==> src/rtl/if_pc_sequencer_pkg.sv <==
// Shared IF-stage definitions: FSM encodings, reset/step/NOP defaults and PC arithmetic.
package if_pc_sequencer_pkg;

  typedef enum logic [1:0] {
    ST_BOOT  = 2'd0,
    ST_FETCH = 2'd1,
    ST_HOLD  = 2'd2
  } state_t;

  localparam logic [15:0] DEF_RESET_PC  = 16'h0000;
  localparam logic [15:0] DEF_PC_STEP   = 16'd4;
  localparam logic [15:0] DEF_NOP_INSTR = 16'h0000;

  // PC sums deliberately wrap modulo 2^16.
  function automatic logic [15:0] pc_inc(input logic [15:0] pc, input logic [15:0] step);
    return pc + step;
  endfunction

endpackage

==> src/rtl/if_pc_sequencer_if.sv <==
// Fetch-stage bus bundle: redirect/stall control, instruction memory port and IF/ID register.
interface if_pc_sequencer_if;
  // imem: a fetch completes in any cycle where imem_req & imem_ready; imem_rdata is valid
  // only then. An address change (redirect) may abandon a request that never saw ready.
  logic        redirect_valid;
  logic [15:0] redirect_target;
  logic        stall;
  logic        imem_req;
  logic [15:0] imem_addr;
  logic        imem_ready;
  logic [15:0] imem_rdata;
  logic        ifid_valid;
  logic [15:0] ifid_pc;
  logic [15:0] ifid_pc_next;
  logic [15:0] ifid_instr;

  modport master (
    input  redirect_valid, redirect_target, stall, imem_ready, imem_rdata,
    output imem_req, imem_addr, ifid_valid, ifid_pc, ifid_pc_next, ifid_instr
  );

  modport slave (
    output redirect_valid, redirect_target, stall, imem_ready, imem_rdata,
    input  imem_req, imem_addr, ifid_valid, ifid_pc, ifid_pc_next, ifid_instr
  );
endinterface

==> src/rtl/if_pc_sequencer_skid.sv <==
// One-entry {pc,instr} holding register for a fetch that completed while ID was stalled.
module if_pc_sequencer_skid (
  input  logic        clock,
  input  logic        reset,
  input  logic        load,
  input  logic        clear,
  input  logic [15:0] load_pc,
  input  logic [15:0] load_instr,
  output logic        valid,
  output logic [15:0] pc,
  output logic [15:0] instr
);

  always_ff @(posedge clock) begin
    if (reset || clear) begin
      valid <= 1'b0;
      pc    <= 16'h0000;
      instr <= 16'h0000;
    end else if (load) begin
      valid <= 1'b1;
      pc    <= load_pc;
      instr <= load_instr;
    end
  end

endmodule

==> src/rtl/if_pc_sequencer.sv <==
// Fetch-stage PC owner: sequences fetches, absorbs ID stalls via a skid entry, applies redirects.
module if_pc_sequencer
  import if_pc_sequencer_pkg::*;
#(
  parameter logic [15:0] RESET_PC  = DEF_RESET_PC,
  parameter logic [15:0] PC_STEP   = DEF_PC_STEP,
  parameter logic [15:0] NOP_INSTR = DEF_NOP_INSTR
) (
  input  logic                      clock,
  input  logic                      reset,
  if_pc_sequencer_if.master         bus,
  output state_t                    dbg_state
);

  state_t      state;
  logic [15:0] pc;
  logic        ifid_valid;
  logic [15:0] ifid_pc;
  logic [15:0] ifid_pc_next;
  logic [15:0] ifid_instr;

  logic        skid_load;
  logic        skid_clear;
  logic        skid_valid;
  logic [15:0] skid_pc;
  logic [15:0] skid_instr;

  logic        fetch_done;
  logic        ifid_free;

  assign fetch_done = (state == ST_FETCH) && bus.imem_ready;
  assign ifid_free  = !bus.stall || !ifid_valid;

  // Redirect flushes the skid entry as well as IF/ID.
  assign skid_load  = !bus.redirect_valid && fetch_done && !ifid_free;
  assign skid_clear = bus.redirect_valid || ((state == ST_HOLD) && !bus.stall);

  if_pc_sequencer_skid u_skid (
    .clock      (clock),
    .reset      (reset),
    .load       (skid_load),
    .clear      (skid_clear),
    .load_pc    (pc),
    .load_instr (bus.imem_rdata),
    .valid      (skid_valid),
    .pc         (skid_pc),
    .instr      (skid_instr)
  );

  always_ff @(posedge clock) begin
    if (reset) begin
      state        <= ST_BOOT;
      pc           <= RESET_PC;
      ifid_valid   <= 1'b0;
      ifid_pc      <= 16'h0000;
      ifid_pc_next <= 16'h0000;
      ifid_instr   <= NOP_INSTR;
    end else if (bus.redirect_valid) begin
      state      <= ST_FETCH;
      pc         <= bus.redirect_target;
      ifid_valid <= 1'b0;
      ifid_instr <= NOP_INSTR;
    end else begin
      case (state)
        ST_BOOT: state <= ST_FETCH;
        ST_FETCH: begin
          if (bus.imem_ready) begin
            pc <= pc_inc(pc, PC_STEP);
            if (ifid_free) begin
              ifid_valid   <= 1'b1;
              ifid_pc      <= pc;
              ifid_pc_next <= pc_inc(pc, PC_STEP);
              ifid_instr   <= bus.imem_rdata;
            end else begin
              state <= ST_HOLD;
            end
          end else if (!bus.stall) begin
            ifid_valid <= 1'b0;
          end
        end
        ST_HOLD: begin
          if (!bus.stall) begin
            state        <= ST_FETCH;
            ifid_valid   <= skid_valid;
            ifid_pc      <= skid_pc;
            ifid_pc_next <= pc_inc(skid_pc, PC_STEP);
            ifid_instr   <= skid_instr;
          end
        end
        default: state <= ST_BOOT;
      endcase
    end
  end

  assign bus.imem_req     = (state == ST_FETCH);
  assign bus.imem_addr    = pc;
  assign bus.ifid_valid   = ifid_valid;
  assign bus.ifid_pc      = ifid_pc;
  assign bus.ifid_pc_next = ifid_pc_next;
  assign bus.ifid_instr   = ifid_instr;
  assign dbg_state        = state;

endmodule

==> src/flat_wrapper.sv <==
// flat-port wrapper written by rule: the top's interface ports become plain ports
module if_pc_sequencer_flat import if_pc_sequencer_pkg::*;
#(
  parameter logic [15:0] RESET_PC  = DEF_RESET_PC,
  parameter logic [15:0] PC_STEP   = DEF_PC_STEP,
  parameter logic [15:0] NOP_INSTR = DEF_NOP_INSTR
)
  (clock, reset, dbg_state, bus_redirect_valid, bus_redirect_target, bus_stall, bus_imem_ready, bus_imem_rdata, bus_imem_req, bus_imem_addr, bus_ifid_valid, bus_ifid_pc, bus_ifid_pc_next, bus_ifid_instr);
  if_pc_sequencer_if bus_i ();
  input  logic clock;
  input  logic reset;
  output state_t dbg_state;
  input wire logic [$bits(bus_i.redirect_valid)-1:0] bus_redirect_valid;
  input wire logic [$bits(bus_i.redirect_target)-1:0] bus_redirect_target;
  input wire logic [$bits(bus_i.stall)-1:0] bus_stall;
  input wire logic [$bits(bus_i.imem_ready)-1:0] bus_imem_ready;
  input wire logic [$bits(bus_i.imem_rdata)-1:0] bus_imem_rdata;
  output wire logic [$bits(bus_i.imem_req)-1:0] bus_imem_req;
  output wire logic [$bits(bus_i.imem_addr)-1:0] bus_imem_addr;
  output wire logic [$bits(bus_i.ifid_valid)-1:0] bus_ifid_valid;
  output wire logic [$bits(bus_i.ifid_pc)-1:0] bus_ifid_pc;
  output wire logic [$bits(bus_i.ifid_pc_next)-1:0] bus_ifid_pc_next;
  output wire logic [$bits(bus_i.ifid_instr)-1:0] bus_ifid_instr;
  assign bus_i.redirect_valid = bus_redirect_valid;
  assign bus_i.redirect_target = bus_redirect_target;
  assign bus_i.stall = bus_stall;
  assign bus_i.imem_ready = bus_imem_ready;
  assign bus_i.imem_rdata = bus_imem_rdata;
  assign bus_imem_req = bus_i.imem_req;
  assign bus_imem_addr = bus_i.imem_addr;
  assign bus_ifid_valid = bus_i.ifid_valid;
  assign bus_ifid_pc = bus_i.ifid_pc;
  assign bus_ifid_pc_next = bus_i.ifid_pc_next;
  assign bus_ifid_instr = bus_i.ifid_instr;
  if_pc_sequencer #(.RESET_PC(RESET_PC), .PC_STEP(PC_STEP), .NOP_INSTR(NOP_INSTR)) u_core (.clock(clock), .reset(reset), .bus(bus_i), .dbg_state(dbg_state));
endmodule
==> config.mk <==
export PLATFORM = sky130hd
export DESIGN_NAME = if_pc_sequencer_flat
export DESIGN_NICKNAME = d
export VERILOG_FILES = /design/src/rtl/if_pc_sequencer_pkg.sv /design/src/rtl/if_pc_sequencer_if.sv /design/src/rtl/if_pc_sequencer_skid.sv /design/src/rtl/if_pc_sequencer.sv /design/src/flat_wrapper.sv
export SDC_FILE = /design/constraint.sdc
export NUM_CORES = 1
export LEC_CHECK = 0
export BUFFER_PORTS_ARGS = -buffer_cell sky130_fd_sc_hd__buf_2
export CAP_MARGIN = 20
export CORE_ASPECT_RATIO = 0.8
export CORE_UTILIZATION = 54
export DETAILED_ROUTE_END_ITERATION = 8
export PLACE_DENSITY = 0.81
export SETUP_SLACK_MARGIN = 0.5
export SLEW_MARGIN = 25
export SYNTH_ARGS = -nofsm -noshare
export SYNTH_HDL_FRONTEND = slang
export SYNTH_SLANG_ARGS = --single-unit
==> constraint.sdc <==
create_clock -name clock -period 2.3 [get_ports clock]
set_input_delay 0 -clock clock [delete_from_list [all_inputs] [get_ports clock]]
set_output_delay 0 -clock clock [all_outputs]
set_load 0.01 [all_outputs]
==> metrics.md <==
| Metric | Value |
|---|---|
| Status | completed |
| First-pass GRT wire length | 22,000 µm |
| Worst EP required | 2.57 ns |
| Clock slew at reported path FFs | 0.09 ns |
| Unrepaired setup endpoints after global routing | true |
| Setup violations, final | 0 |
| H-tree Lvls | 3 |
| Top cell type's share of synthesized area | 41.4% |
| Slowest cell on crit path | dfxtp_1 |
| M3 GR Usage | 8.21% |
| Initial DRC count | 390 |
| Slew @ Worst Pin | 0.709 ns |
| Fin nets | 749 |
| Static leakage | 2.38 nW |
| Tcrit/Tclk final | 76.4% |
| Mux contribution to synthesized area | 2.56% |
| Vias per cell | 5.80 |
| Ys async rst share | 0% |
| Critical path's largest stage delay | 0.46 ns |
| Global route total overflow | 0 |
| Largest cells by area after synthesis | dfxtp_1 (41%), nand2_1 (13%), a311oi_2 (5.1%) |
| Tmin final | 1.76 ns |
| Synth Area in Simple Gates | 25.5% |
| Layout cells sized above 1 | 26.9% |
| Largest area contributor in the netlist | dfxtp_1 |
| Worst setup EP type | register |
| Largest family of logic cells by synthesized area | simple AND/OR/NAND/NOR gates |
| Worst EP arrival | 2.03 ns |
| Final-report max-slew violation count | 0 |
| Post-Layout Inst Area | 5920 µm² |
| Clock sinks | 98 |
| Pre-antenna DRT Iters | 8 |
| Xor/xnor share of the synthesized area | 6.48% |
| Seq/Total Area, Yosys | 41.4% |
| Clk_lat worst skew | 0.36 ns |
| Initial antenna violation count | 0 |
| Die X | 107 µm |
| Met2 usage | 47.8% |
| TritonCTS clock tree | done |
| Synth Warn # | 0 |
| Total wire length | 13,900 µm |
| Post-DRT Antenna Nets | 0 |
| Max-cap violation count | 0 |
| Worst path cell trace | ha_1 > nand4_1 > nor3_2 > xor2_1 > nor2_1 > o32ai_2 |
| Top FF cell, synth | dfxtp_1 |
| IO Count | 105 |
| Most numerous cell in the Yosys netlist | nand2_1 |
| Cell area after synthesis | 4730 µm² |
| Post-DR wirelength/cell | 16.8 µm |
| Clock root cell | clkbuf_8 |
| Compound-cell area share of the yosys netlist | 17.2% |
| Synth Register Bits | 98 |
| Final Skew | 0.0135 ns |
| Met1 usage | 41.5% |
| FMAX | 569 MHz |
| CTS Buf Count | 9 |
| Ant diodes | 0 |
| Worst path top cell family by delay | simple AND/OR/NAND/NOR gates |
| EDFF count, synth | 0 |
| Mean post-synth cell area | 8.00 µm² |
| DP Area | 5270 µm² |
| Yosys cell types | 47 |
| Critical Path Fanout Max | 6 |
| WP buf/inv | 0 |
| Power Density | 566 nW/µm² |
| DIE AREA | 9150 µm² |
| Worst vdd ir | 354 µV |
| Residual DRC | 0 |
| GP Congestion | 0.838 |
| Setup_tns | 0 ns |
| Most frequent cells after synthesis | nand2_1 (168), dfxtp_1 (98), nor2_1 (61), a21oi_1 (44), clkbuf_1 (29) |
| Die span in y | 85.7 µm |
| IO buf count | 104 |
| Setup CP Type | reg2reg |
| CORE AREA | 8480 µm² |
| DP HPWL | 9030 µm |
| CP Launch Type | register |
| Global route hottest layer | met2 |
| Clock buffer depth | 2 |
| Synthesized net count | 631 |
| Initial core utilization | 55.8% |
| Adder-Cell Fraction of Synth Area | 0.529% |
| Worst relative slew slack | 52.6% |
| Via count | 4,794 |
| Synth Instances | 592 |
| Std cell rows | 30 |
| Syn-to-layout area delta | 25.1% |
| Largest net degree at the start of global routing | 48 |
| Fin. Hold Viols | 0 |
| Vias in the first global route | 4,405 |
| Total global-route track usage | 30.8% |
| Hold Crit Class | in2reg |
[layer usage]
metal	up-vias	share of wire, %	wire length (µm)
met1	2262	43	5920
met4	0	2.4	333
met3	37	9.4	1300
met2	263	46	6310
met5	-	0	0
li1	2232	-	-
[final cells by class]
type / instances / area [µm²]
Timing Repair Buffer: 160 / 1040
Multi-Input combinational cell: 433 / 2540
Fill cell: 691 / 2560
Tap cell: 112 / 140
Clock buffer: 10 / 138
Inverter: 8 / 30.0
Sequential cell: 98 / 1970
Clock inverter: 5 / 53.8
[sequential cells by signal (all words and copies together), names as in the netlist]
name,cells
u_core.u_skid.instr,16
u_core.bus.ifid_pc,14
u_core.u_skid.pc,16
u_core.bus.ifid_pc_next,16
u_core.bus.ifid_valid,1
u_core.bus.imem_addr,16
u_core.u_skid.valid,1
u_core.bus.ifid_instr,16
u_core.dbg_state,2
[worst min-delay path: stages]
cell	delay, ns
buf_2	0.20
nand2_1	0.11
a21oi_1	0.06
[stage by stage]
stage                     cells  total power [mW]  setup WS, ns  hold WS [ns]  utilization (%)
final                       826              3.35         0.544        0.0393             69.8
after global routing        826              3.46         0.436        0.0364             69.8
after CTS                   821              3.33         0.505        0.0261             68.9
after detailed placement    770              2.20         0.350         0.244             62.1
after global placement      770              2.19         0.491         0.235             62.1
after floorplan             592              2.06         0.574         0.136                -
[placed cells by master, fill, tap and decap left out, types with 9 or more instances in the layout]
cell type        n
a21oi_1         44
a311oi_1        18
a311oi_2        16
buf_2          104
buf_4           21
clkbuf_8        10
dfxtp_1         89
dfxtp_2          9
dlygate4sd3_1   33
mux2i_1         11
nand2_1        168
nand3_1          9
nor2_1          61
xnor2_1         18
xor2_1          16
[report_power, final]
part	internal, mW	leakage [nW]	switching, mW
clock network	0.526	0.102	0.595
registers	1.75	0.800	0.0531
logic	0.188	1.48	0.241
[final timing paths]
path | slack [ns] | depth (start not counted) | startpoint | to
min | 0.04 | 3 | bus_redirect_valid | u_core.bus.imem_addr[12]
min reg2reg | 0.46 | 2 | u_core.bus.ifid_pc_next[2] | u_core.bus.ifid_pc_next[2]
max reg2reg | 0.54 | 6 | u_core.u_skid.pc[2] | u_core.bus.ifid_pc_next[12]
max | 0.54 | 6 | u_core.u_skid.pc[2] | u_core.bus.ifid_pc_next[12]
[what timing repair did]
action                                 CTS  global route
setup buffers                            2             5
setup endpoints to repair               22            25
endpoints found under the hold margin   49             0
gates cloned                             1             0
gates resized for setup                  8            13
hold buffers                            33             0
pin swaps                                1             2
[cells by family (layout without fill, tap and decap cells)]
logic type	Yosys count	after routing
adder cells (fa/ha/maj)	2	2
multiplexers	12	12
AND/OR/NAND/NOR	282	283
XOR/XNOR	35	35
AO/OA/AOI/OAI	101	101
flip-flops	98	98
buffers and inverters	62	183
No activity file was read; power rests on OpenSTA's default activity.
